**config.mk**
```make
export PLATFORM = sky130hd
export DESIGN_NAME = accum_offset_walker
export DESIGN_NICKNAME = d
export VERILOG_FILES = /design/src/rtl/accum_offset_walker_pkg.sv /design/src/rtl/accum_offset_walker_nd_counter.sv /design/src/rtl/accum_offset_walker.sv
export SDC_FILE = /design/constraint.sdc
export NUM_CORES = 1
export LEC_CHECK = 0
export ABC_CLOCK_PERIOD_IN_PS = 3860
export BUFFER_PORTS_ARGS = -buffer_cell sky130_fd_sc_hd__buf_2
export CAP_MARGIN = 25
export CELL_PAD_IN_SITES_DETAIL_PLACEMENT = 0
export CELL_PAD_IN_SITES_GLOBAL_PLACEMENT = 1
export CORE_MARGIN = 10
export CORE_UTILIZATION = 42
export CTS_CLUSTER_SIZE = 40
export DETAILED_ROUTE_END_ITERATION = 10
export MAX_ROUTING_LAYER = met4
export PLACE_DENSITY = 0.95
export SETUP_SLACK_MARGIN = 0.4
export SYNTH_ARGS = -nofsm -noshare
export SYNTH_HDL_FRONTEND = slang
export SYNTH_HIERARCHICAL = 1
export SYNTH_SLANG_ARGS = --single-unit
```
**constraint.sdc**
```tcl
create_clock -name i_clk -period 3.86 [get_ports i_clk]
set_input_delay 0.386 -clock i_clk [delete_from_list [all_inputs] [get_ports i_clk]]
set_output_delay 0.386 -clock i_clk [all_outputs]
set_load 0.005 [all_outputs]
```
**src/rtl/accum_offset_walker_pkg.sv**
```systemverilog
// ---------------------------------------------------------------------------
// TauCfg: shared configuration for the accumulation offset walker.
//   VDIM     - default number of walked dimensions
//   WORK_BW  - default offset width (unsigned)
//   ICFG_BW  - default width of the beg/end config indices
//   ofs_vec_t - packed VDIM x WORK_BW offset vector; element 0 is the
//               outermost dimension, element VDIM-1 the innermost.
// ---------------------------------------------------------------------------
package TauCfg;

  localparam int VDIM    = 2;
  localparam int WORK_BW = 16;
  localparam int ICFG_BW = 4;

  typedef logic [VDIM-1:0][WORK_BW-1:0] ofs_vec_t;

endpackage

```
**src/rtl/accum_offset_walker_nd_counter.sv**
```systemverilog
// ---------------------------------------------------------------------------
// accum_nd_counter: combinational N-dimensional offset counter.
//   i_cur    - current offset tuple
//   i_start  - per-dimension reload value (accumulation start)
//   i_last   - per-dimension inclusive last value
//   i_inc    - advance the counter by one step
//   o_next   - next offset tuple (equals i_cur when i_inc is low)
//   o_islast - every dimension sits at its last value
// Dimension DIM-1 moves fastest. A dimension at its last value reloads its
// start value and carries into the next outer dimension, so no dimension
// ever increments past i_last (no wrap even when last is all-ones).
// ---------------------------------------------------------------------------
module accum_nd_counter #(
  parameter int DIM = 2,
  parameter int WBW = 16
) (
  input  logic [DIM-1:0][WBW-1:0] i_cur,
  input  logic [DIM-1:0][WBW-1:0] i_start,
  input  logic [DIM-1:0][WBW-1:0] i_last,
  input  logic                    i_inc,
  output logic [DIM-1:0][WBW-1:0] o_next,
  output logic                    o_islast
);

  // carry[d] is the increment request arriving at dimension d-1 from d.
  logic [DIM:1]   carry;
  logic [DIM-1:0] at_last;

  assign carry[DIM] = i_inc;

  generate
    for (genvar gi = 0; gi < DIM; gi++) begin : g_dim
      assign at_last[gi] = (i_cur[gi] == i_last[gi]);
      assign o_next[gi]  = !carry[gi+1] ? i_cur[gi] :
                           (at_last[gi] ? i_start[gi] : i_cur[gi] + WBW'(1));
      if (gi > 0) begin : g_carry
        assign carry[gi] = carry[gi+1] & at_last[gi];
      end
    end
  endgenerate

  assign o_islast = &at_last;

endmodule

```
**src/rtl/accum_offset_walker.sv**
```systemverilog
// ---------------------------------------------------------------------------
// accum_offset_walker: consumer of the accumulation-block offset handshake.
// Accepts one block descriptor at a time and emits every N-D accumulation
// offset from start to last inclusive (innermost dimension fastest), one per
// downstream handshake, then pulses blkdone_dval.
//
// Ports
//   i_clk, i_rst         - clock, synchronous active-low reset
//   abofs_rdy/abofs_ack  - descriptor handshake (ack is combinational)
//   i_bofs,i_aofs,i_alast- block offset, accum start, accum last (inclusive)
//   i_beg, i_end         - config index range [beg, end)
//   dst_rdy/dst_ack      - offset tuple handshake
//   o_bofs,o_aofs        - registered block offset, current accum offset
//   o_beg, o_end         - registered config range
//   o_islast             - current tuple is the final one of the block
//   blkdone_dval         - one-cycle pulse when a block finishes
//
// Build option: define ACCUM_WALKER_PREFETCH_EN to add a one-entry
// descriptor slot so back-to-back blocks stream without a bubble.
// ---------------------------------------------------------------------------
module accum_offset_walker
  import TauCfg::*;
#(
  parameter int DIM    = VDIM,
  parameter int WBW    = WORK_BW,
  parameter int CFG_BW = ICFG_BW
) (
  input  logic                    i_clk,
  input  logic                    i_rst,
  input  logic                    abofs_rdy,
  output logic                    abofs_ack,
  input  logic [DIM-1:0][WBW-1:0] i_bofs,
  input  logic [DIM-1:0][WBW-1:0] i_aofs,
  input  logic [DIM-1:0][WBW-1:0] i_alast,
  input  logic [CFG_BW-1:0]       i_beg,
  input  logic [CFG_BW-1:0]       i_end,
  output logic                    dst_rdy,
  input  logic                    dst_ack,
  output logic [DIM-1:0][WBW-1:0] o_bofs,
  output logic [DIM-1:0][WBW-1:0] o_aofs,
  output logic [CFG_BW-1:0]       o_beg,
  output logic [CFG_BW-1:0]       o_end,
  output logic                    o_islast,
  output logic                    blkdone_dval
);

  localparam logic [0:0] ST_IDLE = 1'b0;
  localparam logic [0:0] ST_WALK = 1'b1;

  logic [0:0]              state_q, state_d;
  logic [DIM-1:0][WBW-1:0] bofs_q, bofs_d;
  logic [DIM-1:0][WBW-1:0] aofs_q, aofs_d;
  logic [DIM-1:0][WBW-1:0] alast_q, alast_d;
  logic [DIM-1:0][WBW-1:0] cur_q, cur_d;
  logic [CFG_BW-1:0]       beg_q, beg_d;
  logic [CFG_BW-1:0]       end_q, end_d;
  logic                    done_q, done_d;

  logic                    walking;
  logic                    step;
  logic                    fin;
  logic                    abofs_xfer;
  logic                    load;
  logic [DIM-1:0][WBW-1:0] cnt_next;
  logic                    cnt_islast;

  // Next descriptor candidate: slot contents if present, else the input.
  logic                    nd_avail;
  logic                    nd_empty;
  logic [DIM-1:0][WBW-1:0] nd_bofs, nd_aofs, nd_alast;
  logic [CFG_BW-1:0]       nd_beg, nd_end;

  assign walking    = (state_q == ST_WALK);
  assign step       = walking && dst_ack && !cnt_islast;
  assign fin        = walking && dst_ack && cnt_islast;
  assign abofs_xfer = abofs_rdy && abofs_ack;

  accum_nd_counter #(
    .DIM (DIM),
    .WBW (WBW)
  ) u_cnt (
    .i_cur    (cur_q),
    .i_start  (aofs_q),
    .i_last   (alast_q),
    .i_inc    (step),
    .o_next   (cnt_next),
    .o_islast (cnt_islast)
  );

`ifdef ACCUM_WALKER_PREFETCH_EN
  logic                    slot_vld_q, slot_vld_d;
  logic [DIM-1:0][WBW-1:0] slot_bofs_q, slot_bofs_d;
  logic [DIM-1:0][WBW-1:0] slot_aofs_q, slot_aofs_d;
  logic [DIM-1:0][WBW-1:0] slot_alast_q, slot_alast_d;
  logic [CFG_BW-1:0]       slot_beg_q, slot_beg_d;
  logic [CFG_BW-1:0]       slot_end_q, slot_end_d;

  // Ack is gated by reset so nothing is accepted that would be discarded.
  assign abofs_ack = abofs_rdy && i_rst && !slot_vld_q;

  assign nd_avail = slot_vld_q || abofs_xfer;
  assign nd_bofs  = slot_vld_q ? slot_bofs_q  : i_bofs;
  assign nd_aofs  = slot_vld_q ? slot_aofs_q  : i_aofs;
  assign nd_alast = slot_vld_q ? slot_alast_q : i_alast;
  assign nd_beg   = slot_vld_q ? slot_beg_q   : i_beg;
  assign nd_end   = slot_vld_q ? slot_end_q   : i_end;

  // The slot keeps whatever the walker did not consume this cycle. An
  // empty-range descriptor arriving at a block end is parked here and
  // dropped from IDLE one cycle later so its done pulse follows the
  // previous block's pulse.
  always_comb begin
    slot_vld_d   = slot_vld_q;
    slot_bofs_d  = slot_bofs_q;
    slot_aofs_d  = slot_aofs_q;
    slot_alast_d = slot_alast_q;
    slot_beg_d   = slot_beg_q;
    slot_end_d   = slot_end_q;
    if (slot_vld_q) begin
      if (load) slot_vld_d = 1'b0;
    end else if (abofs_xfer && !load) begin
      slot_vld_d   = 1'b1;
      slot_bofs_d  = i_bofs;
      slot_aofs_d  = i_aofs;
      slot_alast_d = i_alast;
      slot_beg_d   = i_beg;
      slot_end_d   = i_end;
    end
  end

  always_ff @(posedge i_clk) begin
    if (!i_rst) begin
      slot_vld_q   <= 1'b0;
      slot_bofs_q  <= '0;
      slot_aofs_q  <= '0;
      slot_alast_q <= '0;
      slot_beg_q   <= '0;
      slot_end_q   <= '0;
    end else begin
      slot_vld_q   <= slot_vld_d;
      slot_bofs_q  <= slot_bofs_d;
      slot_aofs_q  <= slot_aofs_d;
      slot_alast_q <= slot_alast_d;
      slot_beg_q   <= slot_beg_d;
      slot_end_q   <= slot_end_d;
    end
  end
`else
  assign abofs_ack = abofs_rdy && i_rst && !walking;

  assign nd_avail = abofs_xfer;
  assign nd_bofs  = i_bofs;
  assign nd_aofs  = i_aofs;
  assign nd_alast = i_alast;
  assign nd_beg   = i_beg;
  assign nd_end   = i_end;
`endif

  // A block is empty when any dimension's last lies below its start.
  always_comb begin
    nd_empty = 1'b0;
    for (int d = 0; d < DIM; d++) begin
      if (nd_alast[d] < nd_aofs[d]) nd_empty = 1'b1;
    end
  end

  always_comb begin
    state_d = state_q;
    bofs_d  = bofs_q;
    aofs_d  = aofs_q;
    alast_d = alast_q;
    beg_d   = beg_q;
    end_d   = end_q;
    cur_d   = cnt_next;
    done_d  = 1'b0;
    load    = 1'b0;

    case (state_q)
      ST_IDLE: begin
        if (nd_avail) begin
          load = 1'b1;
          if (nd_empty) done_d = 1'b1;
          else          state_d = ST_WALK;
        end
      end
      default: begin
        if (fin) begin
          done_d = 1'b1;
          // Chain straight into the next block when one is ready.
          if (nd_avail && !nd_empty) load = 1'b1;
          else                       state_d = ST_IDLE;
        end
      end
    endcase

    if (load) begin
      bofs_d  = nd_bofs;
      aofs_d  = nd_aofs;
      alast_d = nd_alast;
      beg_d   = nd_beg;
      end_d   = nd_end;
      cur_d   = nd_aofs;
    end
  end

  always_ff @(posedge i_clk) begin
    if (!i_rst) begin
      state_q <= ST_IDLE;
      bofs_q  <= '0;
      aofs_q  <= '0;
      alast_q <= '0;
      cur_q   <= '0;
      beg_q   <= '0;
      end_q   <= '0;
      done_q  <= 1'b0;
    end else begin
      state_q <= state_d;
      bofs_q  <= bofs_d;
      aofs_q  <= aofs_d;
      alast_q <= alast_d;
      cur_q   <= cur_d;
      beg_q   <= beg_d;
      end_q   <= end_d;
      done_q  <= done_d;
    end
  end

  assign dst_rdy      = walking;
  assign o_islast     = walking && cnt_islast;
  assign o_bofs       = bofs_q;
  assign o_aofs       = cur_q;
  assign o_beg        = beg_q;
  assign o_end        = end_q;
  assign blkdone_dval = done_q;

endmodule
```
==> reports/results.ini, run 1 <==
[synth]
synthFlopType = dfxtp_1
synth_seq_area_share = 0.408
postSynthCellCount = 727
synthArstFlopShare = 0
ys_ff_latch = 138
synth_area_per_cell_um2 = 9.31
syn-num-nets = 867
synth_cell_types = 49
netlist_area_um2 = 6770
synth_edf_count = 0
ys_warn_count = 6

[worst_setup_path]
critPathSlowestCell = nor2_2
cp-end-kind = flip-flop
cp.required_ns = 4.17
path_cells = xor2_1, nor4_1, and4_1, and2_1, nor2_2, buf_4, o21ai_1, a22o_1, a22o_1
critPathMaxFanout = 26
worstSetupStartpointType = flip-flop
max_stage_delay_ns = 0.73
path_class = reg2reg
path_common_cell = a22o_1
cp_data_arrival_time_ns = 3.53
r2r_cells = 9

[cts]
clock_path_buffers = 2
h-tree-depth = 4
clkTransAtPathRegs_ns = 0.05
cts_buffers = 17
cts_tree = yes
clk_latency_ns = 0.42
postCtsHoldBufs = 0
cts_sinks = 138
post_cts_buffers = 0
cts_resized = 0
cts_root_buffer = clkbuf_16

[global_routing]
grtUsageMet3 = 0.0676
antenna_found_initial = 3
gr-usage-met1 = 0.238
grt_pass1_wl_um = 32100
overflow = 0
grt_max_degree = 90
grt_pass1_vias = 6051
grtUsageTotal = 0.189
met2_usage = 0.282
gr-max-usage-layer = met2

[floorplanning]
coreArea_um2 = 15800
die_x_um = 147
ios = 184
initial_utilization = 0.428
design.die.area_um2 = 21600
fp.dieH_um = 147
rows = 46

[power]
peakVddDrop_mv = 0.285
p_sw_mw = 0.934
internal_power_mw = 2.68
switching_share = 0.258
combPwrFrac = 0.142
p_per_area_nw_per_um2 = 434
pwr-share-seq = 0.448
p_leak_nw = 4.00
clock_power_share = 0.410

[layout]
multi_input_area_um2 = 3550
final_nets = 1029
drive_gt1_frac = 0.255
postLayoutCoreUtil = 0.526
nFillCells = 1475
area_growth_pct = 23.0
layoutNonFillerInstCount = 1118
ff_latch_area_um2 = 2760

[timing]
fin_tns_setup_ns = 0
rsz0062_at_grt = false
skew_ns = 0.0128
finalHoldViolations = 0
worst_slew_pin_slew_ns = 0.927
max_freq_ghz = 0.311
drv_slew = 0
slew_headroom = 0.381
setup_viol = 0
fin_crit_sh = 0.834
min_period_ns = 3.22

[routing]
drtIter0Drc = 657
firstDrtPassIters = 5
ant_nets = 0
drc = 0
wire_per_inst_um = 18.2
viasPerCell = 5.44
wirelength_um = 20400
vias = 6079

[placement]
finalWeightedCongestion = 0.877
dp_hpwl_um = 15000
dp_cells = 1086
numPortBuffers = 183

[hold_path]
min_path_type = in2reg
hold_depth = 3

[flow_run]
max_cap_viol_count = 0

[status]
outcome = completed

## Yosys cell counts, types with 2 or more instances
cell | number | area (um^2)
ha_1 | 32 | 400
nand4_1 | 17 | 106
o21ai_1 | 8 | 40.0
buf_2 | 19 | 95.1
o211ai_1 | 15 | 113
and4_1 | 4 | 35.0
nand2_1 | 77 | 289
buf_4 | 5 | 37.5
nor4_1 | 5 | 31.3
clkbuf_1 | 17 | 63.8
nand2b_1 | 4 | 25.0
nor2_1 | 13 | 48.8
xnor2_1 | 16 | 140
nand3_1 | 10 | 50.1
o2bb2ai_1 | 5 | 43.8
buf_1 | 2 | 7.51
a221oi_1 | 2 | 17.5
a22oi_1 | 18 | 135
buf_6 | 5 | 56.3
a22oi_2 | 3 | 37.5
a21oi_1 | 11 | 55.1
dfxtp_1 | 138 | 2760
a22o_1 | 112 | 981
nor3_1 | 10 | 50.1
inv_1 | 57 | 214
xor2_1 | 16 | 140
and2_1 | 5 | 31.3
mux2i_1 | 27 | 270
and3_1 | 19 | 119
a211o_1 | 2 | 17.5
o21ai_0 | 35 | 175
## power groups by stage
| stage | combinational (mW) | sequential [mW] | clock, mW |
|---|---|---|---|
| floorplan | 0.303 | 1.63 | 0 |
| global placement | 0.507 | 1.64 | 0 |
| detailed placement | 0.515 | 1.65 | 0 |
| CTS | 0.516 | 1.62 | 1.50 |
| global route | 0.569 | 1.64 | 1.57 |
| finish | 0.512 | 1.62 | 1.48 |
## stage by stage
stage | setup WS, ns | area [um^2] | hold WS (ns) | power (mW)
6_report | 0.641 | 8330 | 0.160 | 3.62
3_3_place_gp | 0.830 | 7790 | 0.434 | 2.15
2_1_floorplan | 1.35 | 6770 | 0.435 | 1.94
5_1_grt | 0.434 | 8330 | 0.161 | 3.77
3_5_place_dp | 0.705 | 7790 | 0.440 | 2.16
4_1_cts | 0.696 | 8320 | 0.146 | 3.64
## critical path: cells and delay by family, from the launching register on
kind | cells | cell delay, ns
compound gates | 3 | 0.53
xor+xnor | 1 | 0.20
buf+inv | 1 | 0.40
flops | 1 | 0.44
simple gates | 4 | 1.53
## kinds of logic after synthesis
group,after synthesis,synth area share
fa+ha+maj,32,0.0591
flops,138,0.408
simple gates,168,0.124
buf+inv,106,0.0708
xor+xnor,32,0.0414
mux,28,0.0416
compound gates,223,0.255
## per-layer routing
layer,wire length [um],vias up
met5,0,-
met4,206,0
met3,1640,15
met2,9230,255
met1,9310,2818
li1,-,2991
## final cells by class
type / instances / share of cell area
Multi-Input combinational cell: 483 / 0.426
Clock inverter: 2 / 0.00120
Antenna cell: 3 / 0.000901
Clock buffer: 27 / 0.0628
Sequential cell: 138 / 0.332
Timing Repair Buffer: 192 / 0.120
Inverter: 57 / 0.0257
Tap cell: 216 / 0.0324
## cells in the final DEF, fill, tap and decap left out, types with 6 or more instances in the layout
cell	netlist	layout
clkbuf_8	0	6
nand3_1	10	10
buf_4	5	8
clkbuf_16	0	17
mux2i_1	27	27
a22o_1	112	112
and3_1	19	18
a21oi_1	11	11
nor3_1	10	10
o21ai_0	35	35
inv_1	57	57
xor2_1	16	16
nor2_1	13	12
o211ai_1	15	15
buf_2	19	183
dfxtp_1	138	138
o21ai_1	8	8
a22oi_1	18	18
xnor2_1	16	16
nand2_1	77	77
ha_1	32	32
nand4_1	17	17
## worst paths after layout
kind | start | to | slack, ns
max | o_aofs[4] | o_aofs[19] | 0.64
min | i_bofs[11] | o_bofs[11] | 0.16
max reg2reg | o_aofs[4] | o_aofs[19] | 0.64
min reg2reg | o_bofs[26] | o_bofs[26] | 0.45
## flip-flops by register name (all words and copies together) (netlist names)
register and flops:
blkdone_dval 1, o_bofs 32, dst_rdy 1, o_end 4
o_aofs 32, alast_q 32, o_beg 4, aofs_q 32
No activity file was read; power rests on OpenSTA's default activity.
==> run 2: changes to the inputs <==
--- a/config.mk
+++ b/config.mk
@@ -5,17 +5,17 @@
 export SDC_FILE = /design/constraint.sdc
 export NUM_CORES = 1
 export LEC_CHECK = 0
-export ABC_CLOCK_PERIOD_IN_PS = 3860
+export ABC_CLOCK_PERIOD_IN_PS = 2950
 export BUFFER_PORTS_ARGS = -buffer_cell sky130_fd_sc_hd__buf_2
 export CAP_MARGIN = 25
 export CELL_PAD_IN_SITES_DETAIL_PLACEMENT = 0
 export CELL_PAD_IN_SITES_GLOBAL_PLACEMENT = 1
 export CORE_MARGIN = 10
-export CORE_UTILIZATION = 42
+export CORE_UTILIZATION = 36
 export CTS_CLUSTER_SIZE = 40
 export DETAILED_ROUTE_END_ITERATION = 10
 export MAX_ROUTING_LAYER = met4
-export PLACE_DENSITY = 0.95
+export PLACE_DENSITY = 0.87
 export SETUP_SLACK_MARGIN = 0.4
 export SYNTH_ARGS = -nofsm -noshare
 export SYNTH_HDL_FRONTEND = slang
==> constraint.sdc (replaced) <==
create_clock -name i_clk -period 2.95 [get_ports i_clk]
set_input_delay 0.295 -clock i_clk [delete_from_list [all_inputs] [get_ports i_clk]]
set_output_delay 0.295 -clock i_clk [all_outputs]
set_load 0.005 [all_outputs]
==> reports/results.ini, run 2 (same netlist as run 1, synthesis figures left out) <==
[timing]
fin_crit_sh = 0.849
slew_headroom = 0.450  ; +0.0686
finalWorstSetupSlack_ns = 0.445  ; -0.195 ns
finalHoldViolations = 0  ; unchanged
rsz0062_at_grt = true
max_freq_ghz = 0.399
setup_viol = 0  ; unchanged
fin_tns_setup_ns = 0  ; unchanged
min_period_ns = 2.50
worst_slew_pin_slew_ns = 0.819  ; -0.108 ns
skew_ns = 0.0135  ; +0.000742 ns
whs_ns = 0.0744  ; -0.0860 ns
drv_slew = 0  ; unchanged

[layout]
fin_area_um2 = 8500  ; +2.0%
nFillCells = 1773  ; +20%
final_nets = 1037  ; +0.78%
layout_common_cells = buf_2, dfxtp_1, a22o_1
final_common_cell = buf_2
area_growth_pct = 25.5
drive_gt1_frac = 0.270  ; +0.0148
multi_input_area_um2 = 3590  ; +1.2%
ff_latch_area_um2 = 2760  ; unchanged

[cts]
cts_root_buffer = clkbuf_16
h-tree-depth = 4  ; unchanged
clock_path_buffers = 2  ; unchanged
cts_tree = yes
cts_sinks = 138  ; unchanged
clk_latency_ns = 0.42  ; about the same
cts_buffers = 17  ; unchanged
clkTransAtPathRegs_ns = 0.06  ; about the same

[hold_path]
min_path_type = in2reg

[routing]
wirelength_um = 20900  ; +2.8%
firstDrtPassIters = 5  ; unchanged
vias = 6148  ; +1.1%
viasPerCell = 5.36  ; -1.4%
wire_per_inst_um = 18.3  ; +0.17%
drc = 0  ; unchanged
drtIter0Drc = 438  ; -33%
ant_nets = 0  ; unchanged

[global_routing]
overflow = 0  ; unchanged
grt_max_degree = 94  ; +4.4%
antenna_found_initial = 4  ; +1
grtUsageTotal = 0.171  ; -0.0178
grt_pass1_vias = 6023  ; -0.46%
grt_pass1_wl_um = 32700  ; +1.9%

[worst_setup_path]
path_class = reg2out
critPathSlowestCell = nor4_2
path_common_cell = and2_1
cp_data_arrival_time_ns = 2.21  ; -1.32 ns
critPathMaxFanout = 5  ; -81%
worstSetupStartpointType = flip-flop
cp_top_family = simple AND/OR/NAND/NOR gates
cp.required_ns = 2.65  ; -1.52 ns
max_stage_delay_ns = 0.44  ; -0.29 ns
cp_num_buf_inv = 1  ; unchanged
cp-end-kind = output port
path_cells = xor2_1, nor4_2, and4_1, and2_1, and2_1, buf_2

[floorplanning]
fp.dieH_um = 157  ; +6.9%
die_x_um = 157  ; +6.9%
ios = 184  ; unchanged
rows = 50  ; +8.7%
design.die.area_um2 = 24700  ; +14%
initial_utilization = 0.364  ; -0.0634
coreArea_um2 = 18600  ; +17%

[placement]
numPortBuffers = 183  ; unchanged
place_area_um2 = 7900  ; +1.4%
pre_cts_ws_ns = 0.384  ; -0.322 ns
finalWeightedCongestion = 0.838  ; -4.4%
dp_hpwl_um = 15600  ; +3.6%

[flow_run]
max_cap_viol_count = 0  ; unchanged

[status]
outcome = completed

[power]
peakVddDrop_mv = 0.371  ; +30%
power_mw = 4.82  ; +33%
p_per_area_nw_per_um2 = 567  ; +31%
p_leak_nw = 4.05  ; +1.4%

## run 2: per-layer routing
metal / global-route usage / up-vias / wire length, um
met5: - / - / 0
met4: 0.0392 / 0 / 104
met3: 0.0554 / 12 / 1660
met2: 0.248 / 246 / 9340
met1: 0.227 / 2881 / 9840
li1: - / 3009 / -
## run 2: metrics by stage
step | cells | util
6_report | 1147 | 0.457
5_1_grt | 1147 | 0.457
4_1_cts | 1143 | 0.456
3_5_place_dp | 1112 | 0.425
3_3_place_gp | 1112 | 0.425
2_1_floorplan | 727 | -
## run 2: worst reg2reg max path: cells and delay by family, from the launching register on
family          cells  cell delay [ns]
flops               1             0.43
simple gates        2             0.58
buf+inv             1             0.42
compound gates      2             0.37
xor+xnor            1             0.18
mux                 1             0.40
## run 2: path summary, 6_finish.rpt
check / start / to / slack, ns / cells past startpoint
worst min register to register: o_bofs[27] / o_bofs[27] / 0.45 / 2
worst max-delay path: o_aofs[1] / o_islast / 0.45 / 6
worst min-delay path: i_bofs[12] / o_bofs[12] / 0.07 / 3
worst max register to register: o_aofs[17] / o_aofs[19] / 0.48 / 7
## run 2: what timing repair did
action / in CTS / in global routing
gates resized for setup: 4 / 2
pin swaps: 1 / 0
setup endpoints to repair: 6 / 3
setup buffers: 0 / 0
hold buffers: 0 / 0
## run 2: layout make-up
| cell class | count | area share |
|---|---|---|
| clock buffers | 23 | 0.0563 |
| diodes | 4 | 0.00118 |
| repair buffers | 200 | 0.127 |
| flip-flops and latches | 138 | 0.325 |
| clock inverters | 8 | 0.00825 |
| inverters | 57 | 0.0252 |
| well taps | 234 | 0.0345 |
| multi-input cells | 483 | 0.422 |
## run 2: power breakdown
| part | switching [mW] | internal [mW] | total [mW] | leakage (nW) |
|---|---|---|---|---|
| clock | 0.778 | 1.21 | 1.99 | 0.269 |
| combinational | 0.369 | 0.332 | 0.701 | 2.65 |
| sequential | 0.120 | 2.00 | 2.12 | 1.14 |
==> run 3: changes to the inputs <==
--- a/config.mk
+++ b/config.mk
@@ -5,7 +5,7 @@
 export SDC_FILE = /design/constraint.sdc
 export NUM_CORES = 1
 export LEC_CHECK = 0
-export ABC_CLOCK_PERIOD_IN_PS = 2950
+export ABC_CLOCK_PERIOD_IN_PS = 2200
 export BUFFER_PORTS_ARGS = -buffer_cell sky130_fd_sc_hd__buf_2
 export CAP_MARGIN = 25
 export CELL_PAD_IN_SITES_DETAIL_PLACEMENT = 0
==> constraint.sdc (replaced) <==
create_clock -name i_clk -period 2.2 [get_ports i_clk]
set_input_delay 0.22 -clock i_clk [delete_from_list [all_inputs] [get_ports i_clk]]
set_output_delay 0.22 -clock i_clk [all_outputs]
set_load 0.005 [all_outputs]
==> reports/results.ini, run 3 (same netlist as run 1, synthesis figures left out) <==
[global_routing]
grt_max_degree = 56  ; -40%
grt_pass1_wl_um = 36300  ; +11%
grtUsageTotal = 0.189  ; +0.0178
antenna_found_initial = 7  ; +3
grt_pass1_vias = 6700  ; +11%
overflow = 0  ; unchanged

[layout]
nFillCells = 1634  ; -7.8%
fin_area_um2 = 10000  ; +18%
drive_gt1_frac = 0.404  ; +0.135
layoutNonFillerInstCount = 1252  ; +9.2%
ff_latch_area_um2 = 2810  ; +1.5%
area_growth_pct = 47.8
final_common_cell = buf_2
final_nets = 1136  ; +9.5%
layout_common_cells = buf_2, a22o_1, dfxtp_1
postLayoutCoreUtil = 0.539  ; +0.0813
multi_input_area_um2 = 3950  ; +9.9%

[worst_setup_path]
cp-end-kind = output port
r2r_cells = 11  ; +4
cp_top_family = simple AND/OR/NAND/NOR gates
max_stage_delay_ns = 0.33  ; -0.11 ns
r2r-start = o_aofs[14]
r2r_end = o_aofs[16]
critPathSlowestCell = dfxtp_2
cp_data_arrival_time_ns = 2.10  ; -0.11 ns
cp.required_ns = 1.98  ; -0.67 ns
critPathMaxFanout = 2  ; -3
worstSetupStartpointType = flip-flop
path_cells = xor2_2, nor4_2, buf_4, and4_4, and2_4, buf_6, and2_4, buf_6
ff2ff_setup_slack_ns = -0.05  ; -0.53 ns
cp_num_buf_inv = 3  ; +2
path_class = reg2out

[power]
internal_power_mw = 5.27  ; +48%
peakVddDrop_mv = 0.501  ; +35%
clock_power_share = 0.431  ; +0.018
p_leak_nw = 4.70  ; +16%
p_sw_mw = 1.89  ; +49%
power_mw = 7.15  ; +49%
pwr-share-seq = 0.395  ; -0.046
combPwrFrac = 0.174  ; +0.028
p_per_area_nw_per_um2 = 715  ; +26%
switching_share = 0.264  ; +0.00114

[routing]
route.met3.wl_um = 1740  ; +4.6%
ant_nets = 0  ; unchanged
met1Wirelength_um = 10200  ; +3.9%
viasPerCell = 5.35  ; -0.27%
drc = 0  ; unchanged
routed.top_layer = met4
wl_met2_um = 11100  ; +19%
firstDrtPassIters = 5  ; unchanged
vias = 6693  ; +8.9%
wirelength_um = 23500  ; +12%
wire_per_inst_um = 18.8  ; +3.0%
drtIter0Drc = 354  ; -19%

[timing]
fin_crit_sh = 1.05
drv_slew = 0  ; unchanged
setup_viol = 9  ; +9
worst_slew_pin_slew_ns = 0.649  ; -0.169 ns
max_freq_ghz = 0.431
finalWorstSetupSlack_ns = -0.121  ; -0.566 ns
min_period_ns = 2.32
fin_tns_setup_ns = -0.344  ; -0.344 ns
finalHoldViolations = 0  ; unchanged
whs_ns = 0.0166  ; -0.0578 ns
skew_ns = 0.00901  ; -0.00450 ns
rsz0062_at_grt = true
slew_headroom = 0.564  ; +0.114

[placement]
pre_cts_ws_ns = -0.0410  ; -0.425 ns
numPortBuffers = 183  ; unchanged
place_area_um2 = 8350  ; +5.7%
dp_hpwl_um = 16200  ; +3.9%
finalWeightedCongestion = 0.846  ; +0.88%
dp_cells = 1162  ; +4.5%

[hold_path]
min_to = alast_q[15]
min-delay-start = i_alast[15]
min_path_type = in2reg
hold_depth = 3  ; unchanged

[floorplanning]
design.die.area_um2 = 24700  ; unchanged
fp.dieH_um = 157  ; unchanged
die_x_um = 157  ; unchanged
coreArea_um2 = 18600  ; unchanged
ios = 184  ; unchanged
rows = 50  ; unchanged
initial_utilization = 0.364  ; unchanged

[cts]
cts_root_buffer = clkbuf_16
clkTransAtPathRegs_ns = 0.06  ; about the same
cts_buffers = 17  ; unchanged
clk_latency_ns = 0.42  ; about the same
h-tree-depth = 4  ; unchanged
cts_sinks = 138  ; unchanged
cts_tree = yes
clock_path_buffers = 2  ; unchanged

[flow_run]
max_cap_viol_count = 0  ; unchanged

[status]
violations = negative setup slack
outcome = complete, but fails checks

run 3: repair_timing:
action                                  CTS  global route
buffers inserted                          9             6
hold endpoints to repair                 26             0
endpoints found under the setup margin   36            35
hold buffers                             26             0
gates resized for setup                  62            59
cloned                                    3             5
pin swaps                                34            45
run 3: worst max-delay path by stage:
stage / start / end / slack [ns] / cells after the start
after global placement: alast_q[15] / o_aofs[8] / 0.02 / 9
after detailed placement: alast_q[15] / o_aofs[8] / -0.04 / 9
after global routing: o_aofs[6] / o_islast / -0.16 / 8
final: o_aofs[14] / o_islast / -0.12 / 8
after CTS: o_aofs[5] / o_islast / -0.12 / 7
after floorplan: o_aofs[18] / o_aofs[31] / -0.15 / 11
run 3: worst reg2reg max path, cell delays in order (launching register included):
cell     delay [ns]
dfxtp_2        0.33
xor2_2         0.19
nor4_2         0.29
buf_4          0.17
and4_4         0.21
and2_4         0.16
buf_6          0.11
nor2_4         0.05
buf_6          0.12
and3_4         0.13
a211o_1        0.22
a22o_1         0.18
run 3: layout make-up:
cell class / count / area share
tap: 234 / 0.0293
inverter: 57 / 0.0214
multi-input combinational: 484 / 0.394
clock buffer: 19 / 0.0443
antenna: 9 / 0.00225
timing repair buffer: 298 / 0.209
sequential: 138 / 0.280
clock inverter: 13 / 0.0190
run 3: power by group through the flow:
| stage | Sequential, mW | Clock (mW) | Combinational (mW) |
|---|---|---|---|
| after floorplan | 2.87 | 0 | 0.538 |
| after global placement | 2.85 | 0 | 1.06 |
| after detailed placement | 2.85 | 0 | 1.07 |
| after CTS | 2.81 | 3.14 | 1.18 |
| after global routing | 2.84 | 3.24 | 1.36 |
| final | 2.82 | 3.08 | 1.25 |
run 3: layer usage:
metal	GRT usage	vias up
met2	0.296	232
li1	-	3222
met3	0.0639	32
met5	-	-
met1	0.231	3207
met4	0.0454	0
